File: config.mk
export PLATFORM = sky130hd
export DESIGN_NAME = jump_redirect_ctrl
export DESIGN_NICKNAME = d
export VERILOG_FILES = /design/src/rtl/mips_pkg.sv /design/src/rtl/jump_decode.sv /design/src/rtl/jump_redirect_ctrl.sv
export SDC_FILE = /design/constraint.sdc
export NUM_CORES = 1
export LEC_CHECK = 0
export BUFFER_PORTS_ARGS = -buffer_cell sky130_fd_sc_hd__buf_2
export CAP_MARGIN = 10
export CORE_MARGIN = 2
export CORE_UTILIZATION = 50
export DETAILED_ROUTE_END_ITERATION = 8
export PLACE_DENSITY = 0.73
export RECOVER_POWER = 100
export SLEW_MARGIN = 20
export SYNTH_ARGS = -nofsm -noshare
export SYNTH_HDL_FRONTEND = slang
export SYNTH_HIERARCHICAL = 1
export SYNTH_SLANG_ARGS = --single-unit
File: constraint.sdc
create_clock -name clk -period 5.5 [get_ports clk]
set_input_delay 1.1 -clock clk [delete_from_list [all_inputs] [get_ports clk]]
set_output_delay 1.1 -clock clk [all_outputs]
set_load 0.005 [all_outputs]
File: src/rtl/mips_pkg.sv
// Shared decode constants, FSM state and jump-kind types for the ID-stage jump logic.
package mips_pkg;

  localparam logic [5:0] OP_J        = 6'h02;
  localparam logic [5:0] OP_JAL      = 6'h03;
  localparam logic [5:0] FN_JR       = 6'h08;
  localparam logic [5:0] FN_JALR     = 6'h09;
  localparam logic [1:0] ALUOP_RTYPE = 2'b10;

  typedef enum logic [1:0] {IDLE, WAIT_RS, REDIRECT, FLUSH} jr_state_t;

  typedef enum logic [2:0] {JK_NONE, JK_J, JK_JAL, JK_JR, JK_JALR} jump_kind_t;

  // Register-indirect jumps need a forwarded rs value before they can redirect.
  function automatic logic is_reg_jump(input jump_kind_t k);
    return (k == JK_JR) || (k == JK_JALR);
  endfunction

  // Jumps that also write a return address.
  function automatic logic is_link_jump(input jump_kind_t k);
    return (k == JK_JAL) || (k == JK_JALR);
  endfunction

endpackage

File: src/rtl/jump_decode.sv
// Combinational classifier of the ID instruction into one of the four jump kinds.
module jump_decode
  import mips_pkg::*;
(
  input  logic [5:0] opcode,
  input  logic [1:0] ALUOp,
  input  logic [5:0] Function,
  input  logic       en_jalr,
  output jump_kind_t kind
);

  // Opcode-level jumps take precedence; R-type jumps need the main decoder's ALUOp tag.
  always_comb begin
    kind = JK_NONE;
    if (opcode == OP_J) begin
      kind = JK_J;
    end else if (opcode == OP_JAL) begin
      kind = JK_JAL;
    end else if (ALUOp == ALUOP_RTYPE) begin
      if (Function == FN_JR) begin
        kind = JK_JR;
      end else if (Function == FN_JALR && en_jalr) begin
        kind = JK_JALR;
      end
    end
  end

endmodule

File: src/rtl/jump_redirect_ctrl.sv
// ID-stage jump controller: registered PC redirect, link write request, rs-wait stall
// and a multi-cycle IF flush after every taken jump.
module jump_redirect_ctrl
  import mips_pkg::*;
#(
  parameter int ADDR_W       = 32,
  parameter int FLUSH_CYCLES = 1,
  parameter bit EN_JALR      = 1'b1
) (
  input  logic              clk,
  input  logic              rst_n,
  input  logic              id_valid,
  input  logic [5:0]        opcode,
  input  logic [1:0]        ALUOp,
  input  logic [5:0]        Function,
  input  logic [25:0]       imm26,
  input  logic [ADDR_W-1:0] id_pc_plus4,
  input  logic [ADDR_W-1:0] rs_data,
  input  logic              rs_ready,
  input  logic              ex_flush,
  output logic              stall_id,
  output logic              redirect_valid,
  output logic [ADDR_W-1:0] redirect_pc,
  output logic              flush_if,
  output logic              link_valid,
  output logic [ADDR_W-1:0] link_addr,
  output logic [4:0]        link_rd,
  output logic              misalign
);

  localparam int CNT_W = 3;
  // Bits below the 256 MB region boundary are replaced by the J-format target.
  localparam logic [ADDR_W-1:0] LOW28_MASK = ADDR_W'(28'hFFF_FFFF);

  jr_state_t         state;
  logic [CNT_W-1:0]  cnt;
  jump_kind_t        kind_q;
  logic [ADDR_W-1:0] pc4_q;
  logic [4:0]        rd_q;

  jump_kind_t        dec_kind;
  logic              accept;
  logic              issue;
  jump_kind_t        issue_kind;
  logic [ADDR_W-1:0] issue_pc4;
  logic [4:0]        issue_rd;
  logic [ADDR_W-1:0] direct_target;
  logic [ADDR_W-1:0] reg_target;
  logic [4:0]        dec_rd;

  jump_decode u_decode (
    .opcode   (opcode),
    .ALUOp    (ALUOp),
    .Function (Function),
    .en_jalr  (EN_JALR),
    .kind     (dec_kind)
  );

  assign direct_target = (id_pc_plus4 & ~LOW28_MASK) | ADDR_W'({imm26, 2'b00});
  assign reg_target    = {rs_data[ADDR_W-1:2], 2'b00};
  assign dec_rd        = (dec_kind == JK_JAL) ? 5'd31 : imm26[15:11];
  assign accept        = (state == IDLE) && id_valid && !ex_flush && (dec_kind != JK_NONE);

  assign stall_id = !ex_flush &&
                    (((state == IDLE) && id_valid && is_reg_jump(dec_kind) && !rs_ready) ||
                     ((state == WAIT_RS) && !rs_ready));

  // Select whether a redirect fires this cycle and which jump's link info it carries.
  always_comb begin
    issue      = 1'b0;
    issue_kind = dec_kind;
    issue_pc4  = id_pc_plus4;
    issue_rd   = dec_rd;
    if (accept && (!is_reg_jump(dec_kind) || rs_ready)) begin
      issue = 1'b1;
    end else if ((state == WAIT_RS) && !ex_flush && rs_ready) begin
      issue      = 1'b1;
      issue_kind = kind_q;
      issue_pc4  = pc4_q;
      issue_rd   = rd_q;
    end
  end

  // Jump sequencing FSM with registered redirect, link and flush outputs.
  always_ff @(posedge clk or negedge rst_n) begin
    if (!rst_n) begin
      state          <= IDLE;
      cnt            <= '0;
      kind_q         <= JK_NONE;
      pc4_q          <= '0;
      rd_q           <= '0;
      redirect_valid <= 1'b0;
      redirect_pc    <= '0;
      flush_if       <= 1'b0;
      link_valid     <= 1'b0;
      link_addr      <= '0;
      link_rd        <= '0;
      misalign       <= 1'b0;
    end else begin
      redirect_valid <= 1'b0;
      link_valid     <= 1'b0;
      misalign       <= 1'b0;
      flush_if       <= 1'b0;
      if (issue) begin
        state          <= REDIRECT;
        redirect_valid <= 1'b1;
        flush_if       <= 1'b1;
        redirect_pc    <= is_reg_jump(issue_kind) ? reg_target : direct_target;
        misalign       <= is_reg_jump(issue_kind) && (rs_data[1:0] != 2'b00);
        if (is_link_jump(issue_kind)) begin
          link_valid <= 1'b1;
          link_addr  <= issue_pc4 + ADDR_W'(4);
          link_rd    <= issue_rd;
        end
      end else begin
        case (state)
          IDLE: begin
            if (accept) begin
              kind_q <= dec_kind;
              pc4_q  <= id_pc_plus4;
              rd_q   <= dec_rd;
              state  <= WAIT_RS;
            end
          end
          WAIT_RS: begin
            if (ex_flush) state <= IDLE;
          end
          REDIRECT: begin
            if (FLUSH_CYCLES == 1) begin
              state <= IDLE;
            end else begin
              cnt      <= CNT_W'(FLUSH_CYCLES - 1);
              flush_if <= 1'b1;
              state    <= FLUSH;
            end
          end
          FLUSH: begin
            if (cnt <= CNT_W'(1)) begin
              cnt   <= '0;
              state <= IDLE;
            end else begin
              cnt      <= cnt - CNT_W'(1);
              flush_if <= 1'b1;
            end
          end
          default: state <= IDLE;
        endcase
      end
    end
  end

endmodule
; ---- After elaboration in Yosys (flattened, before gate mapping)
; Cells that the tools add are included.
[word_totals]
reg_bits = 118
in_bits = 109
output_inout_bits = 74
elab_cells = 88
[op_classes]
addsub = 2
n_lt_le_gt_ge = 1
n_eq_ne = 17
muxes = 28
bitwise_logic = 2
reduce_logical = 26
[ops]
columns = operator, n
row1 = $mux W32, 3
row2 = $add A32 B3 Y32 const B, 1
row3 = $or A32 B28 Y32, 1
row4 = $mux W3, 8
row5 = $mux W5, 3
row6 = $eq A3 B2 Y1 const B, 4
row7 = $eq A6 B2 Y1 const B, 2
row8 = $eq A6 B4 Y1 const B, 2
row9 = $logic_and A1 B1 Y1, 11
row10 = $mux W1, 9
row11 = $ne A3 B3 Y1 const B, 3
row12 = $mux W2, 4
row13 = $pmux W2 S4, 1
row14 = $eq A2 B2 Y1 const B, 3
row15 = $eq A3 B3 Y1 const B, 2
row16 = $reduce_and A3 Y1, 2
row17 = $logic_or A1 B1 Y1, 5
row18 = $reduce_and A2 Y1, 2
row19 = $le A3 B1 Y1 const B, 1
row20 = $logic_not A1 Y1, 3
row21 = $reduce_bool A3 Y1, 1
row22 = $sub A3 B1 Y3 const B, 1
row23 = $eq A2 B1 Y1 const B, 1
row24 = $logic_not A2 Y1, 1
row25 = 2 further kinds, 2

; ---- Depth between registers and ports, before layout
; Gate-level depths: netlist (run 1).
[depth]
depth_word = 16
depth_mapped = 14
depth_no_buf = 9

; ---- Hierarchy
; The synthesis (run 1) kept the hierarchy.
[by_module_without_submodules]
columns = mod, n_inst, cells_per_inst, area_each_um2, seq_area_each_um2
row1 = jump_redirect_ctrl, 1, 629, 6213.5, 2902.8
row2 = jump_decode, 1, 12, 78.8, 0.0

; ---- Worst setup path after synthesis (run 1)
; OpenSTA, ideal clock, no wires.
[synth_timing]
path_type = input port to output port
from = input opcode[5]
to = output stall_id
t_arrival_ps = 3454
required_ps = 4400
path_slack_ps = 946
cell_stages = 9
path_buffers = 2
path_cell_list = or4_4 -> or2_1 -> o21ai_0 -> and2_1 -> o21ai_0 -> nor3b_1 -> buf_2 -> clkbuf_1 -> o21bai_1
[synth_between]
elab_chain_len = 9
word_cells_on_any_way = 11
cone_classes = eq/ne (4) / mux (2) / reduce/logical (5)
[synth_rtl]
columns = element, line_no
row1 = start: declaration, jump_redirect_ctrl.sv:13  ; input logic [5:0] opcode,
row2 = $eq A6 B2 Y1, jump_decode.sv:17  ; end else if (opcode == OP_JAL) begin
row3 = $mux W3, jump_decode.sv:17
row4 = $mux W3 *, jump_decode.sv:15  ; if (opcode == OP_J) begin
row5 = via dec_kind[0], jump_redirect_ctrl.sv:41  ; jump_kind_t dec_kind;
row6 = $eq A3 B2 Y1 or $eq A3 B3 Y1 (tied branches), mips_pkg.sv:16  ; return (k == JK_JR) || (k == JK_JALR);
row7 = $logic_or A1 B1 Y1 *, mips_pkg.sv:16
row8 = $logic_and A1 B1 Y1 * (2 in a row), jump_redirect_ctrl.sv:65  ; (((state == IDLE) && id_valid && is_reg_jump(dec_kind) && !rs_ready) ||
row9 = $logic_or A1 B1 Y1 *, jump_redirect_ctrl.sv:65
row10 = $logic_and A1 B1 Y1 *, jump_redirect_ctrl.sv:64  ; assign stall_id = !ex_flush &&
row11 = end: declaration, jump_redirect_ctrl.sv:21  ; output logic stall_id,
; Mark *: on every way through the listed nets, which the timed path passes. The rest lies on a longest branch.

; ---- Final worst setup path (run 1)
; Same ends and word-level chain as after synthesis.

==> out/results.ini, run 1 <==
[cells_and_area]
num_antenna_cells = 0
syn2layout_area_growth_pct = 22.9
final_nets = 917
drive_above_1_share = 0.264

[floorplanning]
die_h_um = 116
initial_utilization = 0.517
core-area_um2 = 12200
ios = 183
rows = 40
die_w_um = 116
die_area_um2 = 13500

[routing]
ant_nets = 0
drc = 0
wl_per_cell_um = 16.4
drt_iter0_drc = 350
via_per_inst = 5.68
vias = 5599
finalWirelength_mm = 16.1
first_pass_iters = 4

[synth]
synthCells = 641
synth_edf_count = 0
yosysUniqueCellTypes = 53
ys.flop_type = dfrtp_1
async_flop_share = 1.00
synth_top_cell_by_area = dfrtp_1
synth.yosys.warnings = 6
synth_commonest_cells = 116 x dfrtp_1, 68 x nand2_1, 56 x nor2_1, 55 x mux2i_1, 52 x a21oi_1
yosys.area.top_type_share = 0.461
synth_most_common_cell = dfrtp_1
postSynthAreaPerCell_um2 = 9.82
syn_area_um2 = 6290
synth.ff_latch_count = 116
ys_top_cells_by_area = dfrtp_1 46%, mux2i_1 8.7%, mux2_2 6.6%
ys_seq_area_frac = 0.461

[critical_path]
arrival_ps = 3530
path_max_fanout = 8
cp-end-kind = output port
critPathMostFrequentCell = o21ai_0
critPathSlowestCell = o21ai_0
crit_buf_inv = 2
rrSetupSlack_ps = 1860
max_stage_delay_ps = 590
worstSetupStartpointType = primary input
cp_top_family = simple AND/OR/NAND/NOR gates
critical_path_class = in -> out
required_ps = 4400
crit_chain = buf_2, or4_1, or2_0, o21ai_0, and2_0, o21ai_0, nor3b_1, o21bai_1, clkbuf_1

[global_route]
grt_usage = 0.247
antenna_found_initial = 0
grt_pass1_wl_mm = 26.5
grt_pass1_vias = 5615
grt-ovfl-total = 0
grt_max_degree = 71

[sta]
period_share = 0.842
fmax_ghz = 0.216
drv_slew = 103
final.setup.tns_ps = 0
slew-limit-headroom = -1.45
hold_viol = 0
fin_skew_ps = 6.37
hold_slack_ps = 473
tightestPinTransition_ps = 3680
grt_setup_unrepaired = false
setup_slack_ps = 866
finalCriticalPeriod_ps = 4630
setup_viol = 0

[job]
max_cap_viol_count = 2

[power]
comb_power_share = 0.096
p_int_mw = 1.67
leakage_nw = 3.90
p_seq_frac = 0.426
powerDensity_nw_per_um2 = 282
peakVddDrop_uv = 186
clkPwrFrac = 0.478
power.switching_mw = 0.513
p_sw_frac = 0.235

[clock_tree]
cts_setup_buffers = 0
root_buffer = clkbuf_16
clk_pin_slew_ps = 50
clock_path_buffers = 2
clock_latency_ps = 410
cts_sinks = 116
cts_inserted_buffers = 17
cts_tree = done
hold_buffers = 0
cts_resized = 0
htreeDepth = 4

[hold_path]
hp-class = reg -> reg

[placed_design]
dp_hpwl_mm = 11.1
port-buffer-count = 180
gp_congestion = 0.905
pre_cts_ws_ps = 979

[outcome]
violations = capacitance limit, slew limit
status = finished, violations left

## metal layers
metal  wire length, µm  GRT usage
met1              7010      0.316
met2              8070      0.418
met3               824     0.0472
met4               231     0.0992
met5                 0          0
## metrics by stage
stage          power [mW]  instances  cell area (µm²)   util
2_1_floorplan        1.03        642             6300      -
3_3_place_gp         1.15        954             7250  0.596
3_5_place_dp         1.16        954             7250  0.596
4_1_cts              2.21        986             7810  0.642
5_1_grt              2.28        986             7730  0.636
6_report             2.18        986             7730  0.636
## worst reg2reg max path, delay by kind of cell (launching register included)
| kind | cells | cell delay (ps) |
|---|---|---|
| simple gates | 5 | 1790 |
| compound gates | 3 | 1040 |
| flops | 1 | 430 |
| fa+ha+maj | 1 | 270 |
## sequential cells by signal, indices dropped and copies added (netlist names), 2 cells and up
name         count
link_addr       32
link_rd          5
rd_q             5
pc4_q           32
kind_q           3
cnt              3
state            2
redirect_pc     30
## cells in the final DEF (no fill, tap or decap), drive strengths merged, types with 9 or more instances in the layout
master	synthesis	layout
nand4	30	30
buf	35	141
dfrtp	116	116
clkbuf	7	66
nand3	33	33
mux2	37	37
a21oi	52	52
a211o	12	12
o21ai	25	25
nand2	68	68
and4	11	11
mux2i	55	55
nor2	57	57
xor2	10	10
and3	9	9
## cell families after synthesis
| kind of cell | share of synthesized area |
|---|---|
| compound gates | 0.124 |
| other cells | 0.00119 |
| flops | 0.461 |
| mux | 0.154 |
| simple gates | 0.190 |
| buf+inv | 0.0388 |
| fa+ha+maj | 0.00597 |
| xor+xnor | 0.0251 |
## power by group through the flow
stage / sequential [mW] / combinational, mW / clock (mW)
2_1_floorplan: 0.946 / 0.0801 / 0
3_3_place_gp: 0.940 / 0.209 / 0
3_5_place_dp: 0.942 / 0.217 / 0
4_1_cts: 0.929 / 0.218 / 1.06
5_1_grt: 0.936 / 0.236 / 1.11
6_report: 0.930 / 0.209 / 1.04
## worst paths after layout
check | startpoint | to | depth (start not counted)
worst max-delay path | opcode[5] | stall_id | 9
worst min-delay path | link_addr[25]$_DFFE_PN0P_ | link_addr[25]$_DFFE_PN0P_ | 2
worst max register to register | state[1]$_DFFE_PN0P_ | link_addr[22]$_DFFE_PN0P_ | 9
worst min register to register | link_addr[25]$_DFFE_PN0P_ | link_addr[25]$_DFFE_PN0P_ | 2
max in group asynchronous | rst_n | redirect_pc[19]$_DFFE_PN0P_ | 2
min in group asynchronous | rst_n | redirect_pc[16]$_DFFE_PN0P_ | 1
## layout make-up
| cell class | instances | area, µm² |
|---|---|---|
| well taps | 168 | 210 |
| flip-flops and latches | 116 | 2900 |
| clock buffers | 21 | 450 |
| clock inverters | 11 | 110 |
| inverters | 7 | 26.3 |
| fillers | 1073 | 4430 |
| multi-input cells | 477 | 3150 |
| repair buffers | 186 | 881 |
Power figures use the tool's default switching activity.
==> inputs of run 2 (changes only) <==
--- a/config.mk
+++ b/config.mk
@@ -8,9 +8,9 @@
 export BUFFER_PORTS_ARGS = -buffer_cell sky130_fd_sc_hd__buf_2
 export CAP_MARGIN = 10
 export CORE_MARGIN = 2
-export CORE_UTILIZATION = 50
+export CORE_UTILIZATION = 47
 export DETAILED_ROUTE_END_ITERATION = 8
-export PLACE_DENSITY = 0.73
+export PLACE_DENSITY = 0.72
 export RECOVER_POWER = 100
 export SLEW_MARGIN = 20
 export SYNTH_ARGS = -nofsm -noshare
==> constraint.sdc (replaced) <==
create_clock -name clk -period 4.1 [get_ports clk]
set_input_delay 0.82 -clock clk [delete_from_list [all_inputs] [get_ports clk]]
set_output_delay 0.82 -clock clk [all_outputs]
set_load 0.005 [all_outputs]
==> run 2 against run 1 <==
Against the previous run:
- the flow still finishes with violations (capacitance limit, slew limit)
- largest cell class unchanged
- first-iteration DRC count grew 41%
- total power grew 49%
- count of clock-buffer cells in the layout grew 3
- clock power grew 66%
- critical path type unchanged
==> out/results.ini, run 2 (synthesis results as in run 1) <==
[outcome]
status = finished, violations left
violations = capacitance limit, slew limit

[critical_path]
crit_start = opcode[5]
arrival_ps = 3110  ; -420 ps
worstSetupStartpointType = primary input
crit_chain = buf_2, or4_4, or2_0, o21ai_0, and2_0, o21ai_0, nor3b_2, o21bai_1, clkbuf_1
crit_buf_inv = 2  ; unchanged
rrSetupSlack_ps = 1060  ; -800 ps
cp-end-kind = output port
critPathSlowestCell = or4_4
path_max_fanout = 7  ; -1
max_stage_delay_ps = 530  ; -60 ps
required_ps = 3280  ; -1120 ps
critPathMostFrequentCell = o21ai_0
critical_path_class = in -> out
cp_top_family = simple AND/OR/NAND/NOR gates
r2r_start = state[1]$_DFFE_PN0P_

[hold_path]
min_from = link_addr[5]$_DFFE_PN0P_
hp-class = reg -> reg

[cells_and_area]
multi_input_area_um2 = 3160  ; +0.28%
reg_top3 = link_addr (32), pc4_q (32), redirect_pc (30)
fin_cells = 1000  ; +1.4%
mostFrequentLayoutCells = 148 x buf_2, 116 x dfrtp_1, 68 x nand2_1
mostFrequentLayoutCell = buf_2
seq_area_um2 = 2900  ; unchanged
postLayoutCoreUtil = 0.605  ; -0.0310
syn2layout_area_growth_pct = 26.2
drive_above_1_share = 0.282  ; +0.0178
final_nets = 922  ; +0.55%
fill_cells = 1157  ; +7.8%
design_area_um2 = 7940  ; +2.8%

[sta]
hold_viol = 0  ; unchanged
fin_skew_ps = 5.18  ; -1.19 ps
period_share = 0.958
setup_viol = 0  ; unchanged
hold_slack_ps = 469  ; -3.87 ps
final.setup.tns_ps = 0  ; unchanged
tightestPinTransition_ps = 1930  ; -1750 ps
finalCriticalPeriod_ps = 3930
slew-limit-headroom = -0.287  ; +1.16
drv_slew = 79  ; -23%
setup_slack_ps = 173  ; -693 ps
grt_setup_unrepaired = false
fmax_ghz = 0.255

[routing]
first_pass_iters = 7  ; +3
via_per_inst = 5.67  ; -0.20%
finalWirelength_mm = 16.7  ; +3.5%
ant_nets = 0  ; unchanged
wl_per_cell_um = 16.7  ; +2.0%
drc = 0  ; unchanged
vias = 5667  ; +1.2%
drt_iter0_drc = 493  ; +41%

[global_route]
grt_usage = 0.239  ; -0.00851
grt_pass1_vias = 5617  ; +0.036%
grt-ovfl-total = 0  ; unchanged
grt_pass1_wl_mm = 27.2  ; +2.6%
antenna_found_initial = 1  ; +1
grt_max_degree = 79  ; +11%

[clock_tree]
htreeDepth = 4  ; unchanged
root_buffer = clkbuf_16
cts_tree = done
cts_setup_buffers = 0  ; unchanged
cts_inserted_buffers = 17  ; unchanged
clock_latency_ps = 410  ; about the same
cts_resized = 0  ; unchanged
clk_pin_slew_ps = 50  ; about the same
cts_sinks = 116  ; unchanged
clock_path_buffers = 2  ; unchanged
hold_buffers = 0  ; unchanged

[floorplanning]
rows = 42  ; +5.0%
die_area_um2 = 14300  ; +6.2%
die_w_um = 120  ; +3.0%
die_h_um = 120  ; +3.0%
initial_utilization = 0.479  ; -0.0384
core-area_um2 = 13100  ; +8.0%
ios = 183  ; unchanged

[power]
leakage_nw = 4.03  ; +3.3%
power.total_mw = 3.26  ; +49%
powerDensity_nw_per_um2 = 410  ; +45%
peakVddDrop_uv = 290  ; +56%

[job]
max_cap_viol_count = 1  ; -1

[placed_design]
dp_hpwl_mm = 11.8  ; +6.4%
placed_area_um2 = 7310  ; +0.83%
dpl.cell_count = 967  ; +1.4%
gp_congestion = 0.874  ; -3.5%
pre_cts_ws_ps = 226  ; -752 ps
port-buffer-count = 180  ; unchanged

-- run 2: cell count changes in the layout (fill, tap and decap cells not counted), moves of 3 or more --
cell / delta
clkinv_2: -6
clkbuf_8: +4
buf_4: +3
buf_2: +11
bufinv_16: +4
clkbuf_1: -7
-- run 2: worst paths after layout --
check	end	cells after the start
min in group asynchronous	pc4_q[2]$_DFFE_PN0P_	1
min reg2reg	link_addr[5]$_DFFE_PN0P_	2
max	stall_id	9
max in group asynchronous	pc4_q[16]$_DFFE_PN0P_	2
min	link_addr[5]$_DFFE_PN0P_	2
max reg2reg	link_addr[22]$_DFFE_PN0P_	9
-- run 2: worst min-delay path, cell delays in order (launching register included) --
cell     delay [ps]
dfrtp_1         330
nand2_1          40
o21ai_0          60
-- run 2: metal layers --
metal / wire, µm / GRT usage / vias up / part of all wire
li1: - / - / 2678 / -
met1: 6890 / 0.293 / 2730 / 0.41
met2: 8300 / 0.400 / 225 / 0.50
met3: 999 / 0.0547 / 34 / 0.060
met4: 504 / 0.112 / 0 / 0.030
met5: 0 / 0 / - / 0
-- run 2: power breakdown --
part	switching (mW)	internal [mW]
combinational	0.152	0.129
clock	0.507	1.22
sequential	0.0354	1.21
total	0.695	2.56
-- run 2: layout make-up --
type                            instances  area share
Inverter                                7     0.00331
Sequential cell                       116       0.365
Tap cell                              176      0.0277
Antenna cell                            1    0.000315
Timing Repair Buffer                  191       0.118
Clock buffer                           24      0.0632
Clock inverter                          8      0.0243
Multi-Input combinational cell        477       0.398
==> inputs of run 3 (changes only) <==
--- a/config.mk
+++ b/config.mk
@@ -8,9 +8,10 @@
 export BUFFER_PORTS_ARGS = -buffer_cell sky130_fd_sc_hd__buf_2
 export CAP_MARGIN = 10
 export CORE_MARGIN = 2
-export CORE_UTILIZATION = 47
+export CORE_UTILIZATION = 49
+export CTS_BUF_LIST = sky130_fd_sc_hd__clkbuf_4
 export DETAILED_ROUTE_END_ITERATION = 8
-export PLACE_DENSITY = 0.72
+export PLACE_DENSITY = 0.75
 export RECOVER_POWER = 100
 export SLEW_MARGIN = 20
 export SYNTH_ARGS = -nofsm -noshare
==> run 3 against run 2 <==
Against the previous run:
- the flow still finishes with violations (capacitance limit, slew limit)
- via count grew 0.28%
- count of clock-buffer cells in the layout decreased by 4
- final cell count decreased by 0.30%
- register-to-register slack better by 110 ps
- total power shrank 25%
- global-route usage is 0.30 points lower
- hold slack better by 18 ps
- core utilization fell by 0.44 points
- design area shrank 5.0%
- clock power is 47% lower
- largest cell class unchanged
==> out/results.ini, run 3 (synthesis results as in run 1) <==
[clock_tree]
cts_setup_buffers = 0  ; unchanged
cts_inserted_buffers = 17  ; unchanged
clock_path_buffers = 2  ; unchanged
cts_tree = done
htreeDepth = 4  ; unchanged
cts_sinks = 116  ; unchanged
clk_pin_slew_ps = 100  ; +50 ps
clock_latency_ps = 530  ; +120 ps
hold_buffers = 0  ; unchanged
cts_resized = 0  ; unchanged
root_buffer = clkbuf_4

[critical_path]
worstSetupStartpointType = primary input
path_max_fanout = 7  ; unchanged
required_ps = 3280  ; about the same
r2r_start = state[1]$_DFFE_PN0P_
critPathSlowestCell = or4_1
cp-end-kind = output port
rrSetupSlack_ps = 1170  ; +110 ps
worstReg2RegEnd = link_addr[24]$_DFFE_PN0P_
critical_path_class = in -> out
critPathMostFrequentCell = o21ai_0
crit_chain = buf_2, or4_1, or2_0, o21ai_0, clkbuf_1, o21ai_0, o21ai_0, nor3b_2, o21bai_1, clkbuf_2
ff2ff_path_depth = 9  ; unchanged
max_stage_delay_ps = 530  ; about the same
arrival_ps = 2830  ; -280 ps

[outcome]
status = finished, violations left
violations = capacitance limit, slew limit

[routing]
vias = 5683  ; +0.28%
wl_per_cell_um = 16.2  ; -3.0%
drt_iter0_drc = 386  ; -22%
finalWirelength_mm = 16.1  ; -3.3%
first_pass_iters = 6  ; -1
via_per_inst = 5.70  ; +0.58%
ant_nets = 0  ; unchanged
drc = 0  ; unchanged

[placed_design]
port-buffer-count = 180  ; unchanged
dp_hpwl_mm = 11.7  ; -0.94%
pre_cts_ws_ps = 525  ; +299 ps
gp_congestion = 0.863  ; -1.2%
dpl.cell_count = 964  ; -0.31%

[cells_and_area]
mostFrequentLayoutCell = buf_2
fill_cells = 1145  ; -1.0%
final_nets = 923  ; +0.11%
seq_area_um2 = 2900  ; unchanged
multi_input_area_um2 = 3160  ; about the same
reg_top3 = link_addr (32), pc4_q (32), redirect_pc (30)
mostFrequentLayoutCells = 149 x buf_2, 116 x dfrtp_1, 68 x nand2_1
fin_cells = 997  ; -0.30%
syn2layout_area_growth_pct = 19.9
drive_above_1_share = 0.283  ; +0.000871

[sta]
final.setup.tns_ps = 0  ; unchanged
hold_viol = 0  ; unchanged
setup_slack_ps = 448  ; +275 ps
finalCriticalPeriod_ps = 3650  ; -275 ps
drv_slew = 76  ; -3.8%
setup_viol = 0  ; unchanged
period_share = 0.891  ; -0.0671
grt_setup_unrepaired = false
hold_slack_ps = 487  ; +17.9 ps
tightestPinTransition_ps = 1860  ; -69.9 ps
fmax_ghz = 0.274  ; +7.5%
slew-limit-headroom = -0.241  ; +0.0466
fin_skew_ps = 14.4  ; +9.19 ps

[hold_path]
hp-class = reg -> reg
hold_path_end = link_rd[1]$_DFFE_PN0P_
min_from = link_rd[1]$_DFFE_PN0P_
worstHoldPathCells = 2  ; unchanged

[global_route]
grt_pass1_wl_mm = 26.9  ; -1.2%
grt_max_degree = 76  ; -3.8%
grt-ovfl-total = 0  ; unchanged
antenna_found_initial = 0  ; -1
grt_pass1_vias = 5681  ; +1.1%
grt_usage = 0.236  ; -0.00302

[floorplanning]
die_h_um = 117  ; -2.0%
core-area_um2 = 12600  ; -4.3%
rows = 41  ; -2.4%
initial_utilization = 0.501  ; +0.0217
die_w_um = 117  ; -2.0%
die_area_um2 = 13800  ; -3.9%
ios = 183  ; unchanged

[power]
leakage_nw = 3.86  ; -4.1%
peakVddDrop_uv = 168  ; -42%
p_seq_frac = 0.508  ; +0.125
powerDensity_nw_per_um2 = 324  ; -21%
p_int_mw = 1.83  ; -28%
p_sw_frac = 0.252  ; +0.0386
clkPwrFrac = 0.377  ; -0.154
power.switching_mw = 0.617  ; -11%
comb_power_share = 0.115  ; +0.028

[job]
max_cap_viol_count = 1  ; unchanged

[run 3: cell count changes in the layout (fill, tap and decap cells not counted), sizes merged]
cell,change
buf,-2
bufinv,-2
clkbuf,-1
clkinv,+5
clkinvlp,+1
[run 3: how the worst max path moves through the flow]
stage          startpoint  endpoint  slack, ps
3_5_place_dp    opcode[5]  stall_id        520
4_1_cts         opcode[5]  stall_id        520
6_report        opcode[5]  stall_id        450
3_3_place_gp    opcode[5]  stall_id        610
5_1_grt         opcode[5]  stall_id        210
2_1_floorplan   opcode[5]  stall_id        110
[run 3: per-layer routing]
metal	up-vias	wire (µm)	global-route usage	share of wire
met1	2755	6830	0.299	0.42
met2	208	7980	0.395	0.49
met3	43	940	0.0472	0.058
met5	-	0	0	0
met4	0	392	0.0964	0.024
li1	2677	-	-	-
[run 3: through the flow]
step           utilization  power (mW)  area, µm²
2_1_floorplan            -        1.38       6300
3_3_place_gp         0.582        1.54       7310
3_5_place_dp         0.582        1.56       7310
4_1_cts              0.607        2.48       7630
5_1_grt              0.600        2.55       7540
6_report             0.600        2.45       7540
[run 3: power groups by stage]
stage | clock network (mW) | logic [mW] | registers (mW)
3_5_place_dp | 0 | 0.294 | 1.26
2_1_floorplan | 0 | 0.107 | 1.27
3_3_place_gp | 0 | 0.282 | 1.26
6_report | 0.922 | 0.281 | 1.24
4_1_cts | 0.939 | 0.294 | 1.24
5_1_grt | 0.981 | 0.318 | 1.25
[run 3: area by class of cell]
class                   instances  share of cell area
diodes                          1            0.000332
clock buffers                  20              0.0199
clock inverters                12              0.0214
inverters                       7             0.00348
multi-input cells             477               0.419
flip-flops and latches        116               0.385
well taps                     172              0.0285
repair buffers                192               0.123
[run 3: critical path, delay by kind of cell]
| family | cells | cell delay, ps |
|---|---|---|
| compound gates | 4 | 630 |
| buf+inv | 3 | 500 |
| simple gates | 3 | 870 |
